===== config.mk =====
export PLATFORM = sky130hd
export DESIGN_NAME = tl_phase_sequencer
export DESIGN_NICKNAME = d
export VERILOG_FILES = /design/src/rtl/tl_pkg.sv /design/src/rtl/tl_interval_timer.sv /design/src/rtl/tl_phase_sequencer.sv
export SDC_FILE = /design/constraint.sdc
export NUM_CORES = 1
export LEC_CHECK = 0
export BUFFER_PORTS_ARGS = -buffer_cell sky130_fd_sc_hd__buf_2
export CORE_MARGIN = 2
export CORE_UTILIZATION = 40
export DETAILED_ROUTE_END_ITERATION = 16
export MAX_ROUTING_LAYER = met4
export PLACE_DENSITY_LB_ADDON = 0.12
export REMOVE_ABC_BUFFERS = 1
export SLEW_MARGIN = 20
export SYNTH_ARGS = -nofsm -noshare
export SYNTH_HDL_FRONTEND = slang
export SYNTH_HIERARCHICAL = 1
export SYNTH_SLANG_ARGS = --single-unit

===== constraint.sdc =====
create_clock -name clk -period 3.7 [get_ports clk]
set_input_delay 0.74 -clock clk [delete_from_list [all_inputs] [get_ports clk]]
set_output_delay 0.74 -clock clk [all_outputs]
set_load 0.005 [all_outputs]

===== src/rtl/tl_pkg.sv =====
// tl_pkg: lamp codes and sequencer state encoding shared by the traffic-light blocks
package tl_pkg;
  typedef logic [1:0] lamp_t;
  localparam lamp_t RED    = 2'b00;
  localparam lamp_t YELLOW = 2'b01;
  localparam lamp_t GREEN  = 2'b10;
  localparam lamp_t OFF    = 2'b11;
  typedef enum logic [1:0] {S_CLEAR, S_GREEN, S_YELLOW, S_FLASH} tl_state_t;
endpackage


===== src/rtl/tl_interval_timer.sv =====
// tl_interval_timer: loadable down-counter stepped by tick_en; expire covers 1 and the defensive 0
module tl_interval_timer #(
  parameter int TIME_W  = 5,
  parameter int RST_VAL = 2
) (
  input  logic              clk,
  input  logic              rst_n,
  input  logic              load,
  input  logic [TIME_W-1:0] load_val,
  input  logic              tick_en,
  output logic [TIME_W-1:0] remain,
  output logic              expire
);
  logic [TIME_W-1:0] remain_q, remain_d;
  always_comb remain_d = load ? load_val : tick_en ? remain_q - 1'b1 : remain_q;
  always_ff @(posedge clk)
    if (!rst_n) remain_q <= TIME_W'(RST_VAL);
    else        remain_q <= remain_d;
  assign remain = remain_q;
  assign expire = remain_q <= TIME_W'(1);
endmodule


===== src/rtl/tl_phase_sequencer.sv =====
// tl_phase_sequencer: rotates GREEN/YELLOW/all-red CLEAR across approaches on a shared 1 s tick,
// with peak-hour green and a flashing-yellow override.
module tl_phase_sequencer
  import tl_pkg::*;
#(
  parameter int NUM_PHASES   = 2,
  parameter int TIME_W       = 5,
  parameter int GREEN_T      = 16,
  parameter int GREEN_PEAK_T = 8,
  parameter int YELLOW_T     = 5,
  parameter int CLEAR_T      = 2,
  parameter int PH_W         = (NUM_PHASES > 2) ? $clog2(NUM_PHASES) : 1
) (
  input  logic                    clk,
  input  logic                    rst_n,
  input  logic                    tick,
  input  logic                    enb,
  input  logic                    peak,
  input  logic                    flash_req,
  output logic [2*NUM_PHASES-1:0] light,
  output logic [TIME_W-1:0]       remain,
  output logic [PH_W-1:0]         active_phase,
  output logic                    step,
  output logic                    flashing
);
  localparam int TMAX = (1 << TIME_W) - 1;
  if (NUM_PHASES < 2 || NUM_PHASES > 8) begin : g_bad_phases
    $fatal(1, "NUM_PHASES must be in 2..8");
  end
  if (GREEN_T < 1 || GREEN_T > TMAX || GREEN_PEAK_T < 1 || GREEN_PEAK_T > TMAX ||
      YELLOW_T < 1 || YELLOW_T > TMAX || CLEAR_T < 1 || CLEAR_T > TMAX) begin : g_bad_times
    $fatal(1, "interval durations must fit 1..2^TIME_W-1");
  end
  tl_state_t state_q, state_d;
  logic [PH_W-1:0] phase_q, phase_d;
  logic blink_q, blink_d, step_q, step_d, flashing_q;
  logic [2*NUM_PHASES-1:0] light_q, light_d;
  logic load, expire, ev;
  logic [TIME_W-1:0] load_val;
  assign ev = tick & enb;
  tl_interval_timer #(.TIME_W(TIME_W), .RST_VAL(CLEAR_T)) u_timer (
    .clk(clk), .rst_n(rst_n), .load(load), .load_val(load_val),
    .tick_en(ev & ~load), .remain(remain), .expire(expire)
  );
  always_comb begin
    state_d  = state_q;
    phase_d  = phase_q;
    blink_d  = blink_q;
    step_d   = 1'b0;
    load     = 1'b0;
    load_val = '0;
    if (ev && state_q != S_FLASH && flash_req) begin
      state_d = S_FLASH;
      blink_d = 1'b1;
      load    = 1'b1;
      step_d  = 1'b1;
    end else if (ev && state_q == S_FLASH) begin
      // FLASH parks the timer at 0; leaving reloads the clearance interval
      load = 1'b1;
      if (flash_req) blink_d = ~blink_q;
      else begin
        state_d  = S_CLEAR;
        load_val = TIME_W'(CLEAR_T);
        step_d   = 1'b1;
      end
    end else if (ev && expire) begin
      load   = 1'b1;
      step_d = 1'b1;
      if (state_q == S_GREEN) begin
        state_d  = S_YELLOW;
        load_val = TIME_W'(YELLOW_T);
      end else if (state_q == S_YELLOW) begin
        state_d  = S_CLEAR;
        load_val = TIME_W'(CLEAR_T);
      end else begin
        state_d  = S_GREEN;
        phase_d  = (phase_q == PH_W'(NUM_PHASES - 1)) ? '0 : phase_q + 1'b1;
        load_val = peak ? TIME_W'(GREEN_PEAK_T) : TIME_W'(GREEN_T);
      end
    end
  end
  always_comb begin
    light_d = '0;
    for (int i = 0; i < NUM_PHASES; i++)
      light_d[2*i +: 2] = (state_d == S_FLASH) ? (blink_d ? YELLOW : OFF) :
                          (PH_W'(i) != phase_d) ? RED :
                          (state_d == S_GREEN) ? GREEN :
                          (state_d == S_YELLOW) ? YELLOW : RED;
  end
  always_ff @(posedge clk)
    if (!rst_n) begin
      state_q    <= S_CLEAR;
      phase_q    <= PH_W'(NUM_PHASES - 1);
      blink_q    <= 1'b0;
      step_q     <= 1'b0;
      flashing_q <= 1'b0;
      light_q    <= '0;
    end else begin
      state_q    <= state_d;
      phase_q    <= phase_d;
      blink_q    <= blink_d;
      step_q     <= step_d;
      flashing_q <= state_d == S_FLASH;
      light_q    <= light_d;
    end
  assign light        = light_q;
  assign active_phase = phase_q;
  assign step         = step_q;
  assign flashing     = flashing_q;
endmodule


==> run metrics <==
Rel. slew slack 0.328; wire per inst 11.6 µm; synthesized area per cell 8.76 µm²; via count 718; min Tclk post-route 2.53 ns; Peak VDD IR 0.156 mV; Final Hold Viols 0; post-synthesis sequential area ratio 0.373; Mapped Cells 92; Leak 0.000406 µW; hold path cells 2; most common cell after layout, fill and taps aside buf_2; fin worst setup slack 1.17 ns; f_max 396 MHz; synth unique cells 32; total length of routed wires 1620 µm; R2R depth 7; Die Area 2390 µm²; DR DRC count 0; status finished clean; Post-CTS Hold Buffers 0; reg2reg start u_timer/remain[1]$_SDFFE_PN1P_; YS warnings 6; share of post-route cells with drive strength above 1 0.239; CTS H-tree depth 1; RSZ-0062 raised after global routing false; DP HPWL 1290 µm; Clock Path Buffers 2; post-route cell area 952 µm²; CP Launch Type flop; I/O pins 18; Worst-Skew Late Latency 0.28 ns; CTS root buffer clkbuf_4; final net count 126; grt total ovfl 0; slew at the pin closest to its max-slew limit 0.998 ns; final antenna diode count 0; antenna violations before repair 0; pin count of the biggest net entering global routing 10; CTS sink count 15; Die Wd 48.9 µm; drt pass-1 iters 4; crit end category flop; first-pass GRT wire length 3010 µm; Cell Rows 16; dpl cell area 925 µm²; CP Class reg -> reg; Final Max Tran Viols 0; Num CTS Buffers 3; CP Data Required Time 3.88 ns; GR Util All Layers 0.165; DP Worst Slack 1.20 ns; 1st-iter DRT viols 5; postcts setup bufs 0; Final setup viols 0; Final period util 0.683; max cap viols 0; Final ANT Viol Nets 0; P per Cell Area 343 nW/µm²; post_cts resized 0; Power, Total 326 µW; chip height 48.9 µm; setup TNS 0 ns; Initial Utilization 0.419; Routability Congestion 0.794; worst hold path class reg -> reg; worst clock skew 0.00242 ns; core region area 1920 µm²; R2R Path End light[3]$_SDFF_PN0_; crit path DAT 2.71 ns; I/O Buffers 17; vias per inst 5.13; CTS tree built; Post-Syn Area 806 µm²; Layout area overhead 18.2%; #FFs+latches synth 15; vias in the first global route 708; end of the worst hold path u_timer/remain[4]$_SDFFE_PN0P_; crit-path max FO 8; most frequent cells in the layout buf_2 (17), dfxtp_1 (15), nor2_1 (10), inv_1 (8), a21oi_1 (8); CTS clk-pin slew, worst paths 0.09 ns; R2R Setup Slk 1.17 ns; Worst Hold Launch u_timer/remain[4]$_SDFFE_PN0P_
-- how the worst max path moves through the flow --
stage                                     end                           start  cells past startpoint  slack (ns)
after floorplan           light[3]$_SDFF_PN0_  u_timer/remain[0]$_SDFFE_PN0P_                      6        1.56
final                     light[3]$_SDFF_PN0_  u_timer/remain[1]$_SDFFE_PN1P_                      7        1.17
after CTS                 light[3]$_SDFF_PN0_  u_timer/remain[1]$_SDFFE_PN1P_                      7        1.18
after global placement    light[3]$_SDFF_PN0_  u_timer/remain[0]$_SDFFE_PN0P_                      6        1.33
after detailed placement  light[3]$_SDFF_PN0_  u_timer/remain[1]$_SDFFE_PN1P_                      7        1.20
after global routing      light[3]$_SDFF_PN0_  u_timer/remain[1]$_SDFFE_PN1P_                      7        0.91
-- through the flow --
stage               cells  hold WS, ns   util
floorplan              92        0.498      -
global placement      136        0.503  0.481
detailed placement    136        0.509  0.481
CTS                   140        0.523  0.495
global route          140        0.552  0.495
finish                140        0.519  0.495
-- Yosys cell counts (all sizes together) --
cell type,count,area (µm²)
a2111oi,3,38.8
a21boi,1,7.51
a21oi,8,40.0
a221o,1,10.0
a31oi,1,6.26
and2,3,20.0
and3,1,6.26
and4,1,8.76
dfxtp,15,300
ha,6,75.1
inv,8,30.0
nand2,7,26.3
nand3,1,5.00
nand3b,1,11.3
nand4,1,6.26
nand4b,2,17.5
nor2,10,37.5
nor3,1,5.00
nor4,2,12.5
nor4b,1,8.76
o211ai,1,7.51
o21ai,5,25.0
o22ai,1,6.26
o31ai,1,7.51
or2,2,12.5
or3,1,11.3
or4,2,18.8
xnor2,3,26.3
xor2,2,17.5
-- critical path, cell delays in order (launching register included) --
cell       delay, ns
dfxtp_1         0.34
inv_1           0.10
ha_1            0.15
a21oi_1         0.04
nor4_1          0.76
nand4_1         0.38
xor2_1          0.29
a2111oi_2       0.37
-- cells by family (layout without fill, tap and decap cells) --
family / Yosys count / in the layout / share of synthesized area
compound gates: 22 / 22 / 0.185
fa+ha+maj: 6 / 6 / 0.0932
simple gates: 36 / 36 / 0.258
xor+xnor: 5 / 5 / 0.0544
buf+inv: 8 / 29 / 0.0373
flops: 15 / 15 / 0.373
-- registers in the layout, summed over array words and instances (netlist names) --
register / cells
u_timer/remain: 5
step: 1
blink_q: 1
state_q: 2
active_phase: 1
light: 4
flashing: 1
-- metal layers --
metal | track usage | share of wire
met2 | 0.256 | 0.46
met1 | 0.196 | 0.51
met3 | 0.0460 | 0.027
met4 | 0.0857 | 0.0086
met5 | - | 0
-- where the power goes --
part	internal, µW	switching, µW	total (µW)
combinational	25.2	33.0	58.2
sequential	170	7.63	178
clock	40.1	50.4	90.4
-- final cells by class --
class                           count  area, µm²
Sequential cell                    15        300
Tap cell                           27       33.8
Multi-Input combinational cell     69        475
Inverter                            8       30.0
Timing Repair Buffer               17       85.1
Clock buffer                        3       22.5
Fill cell                         200        970
Clock inverter                      1       5.00
No activity file was read; power rests on OpenSTA's default activity.
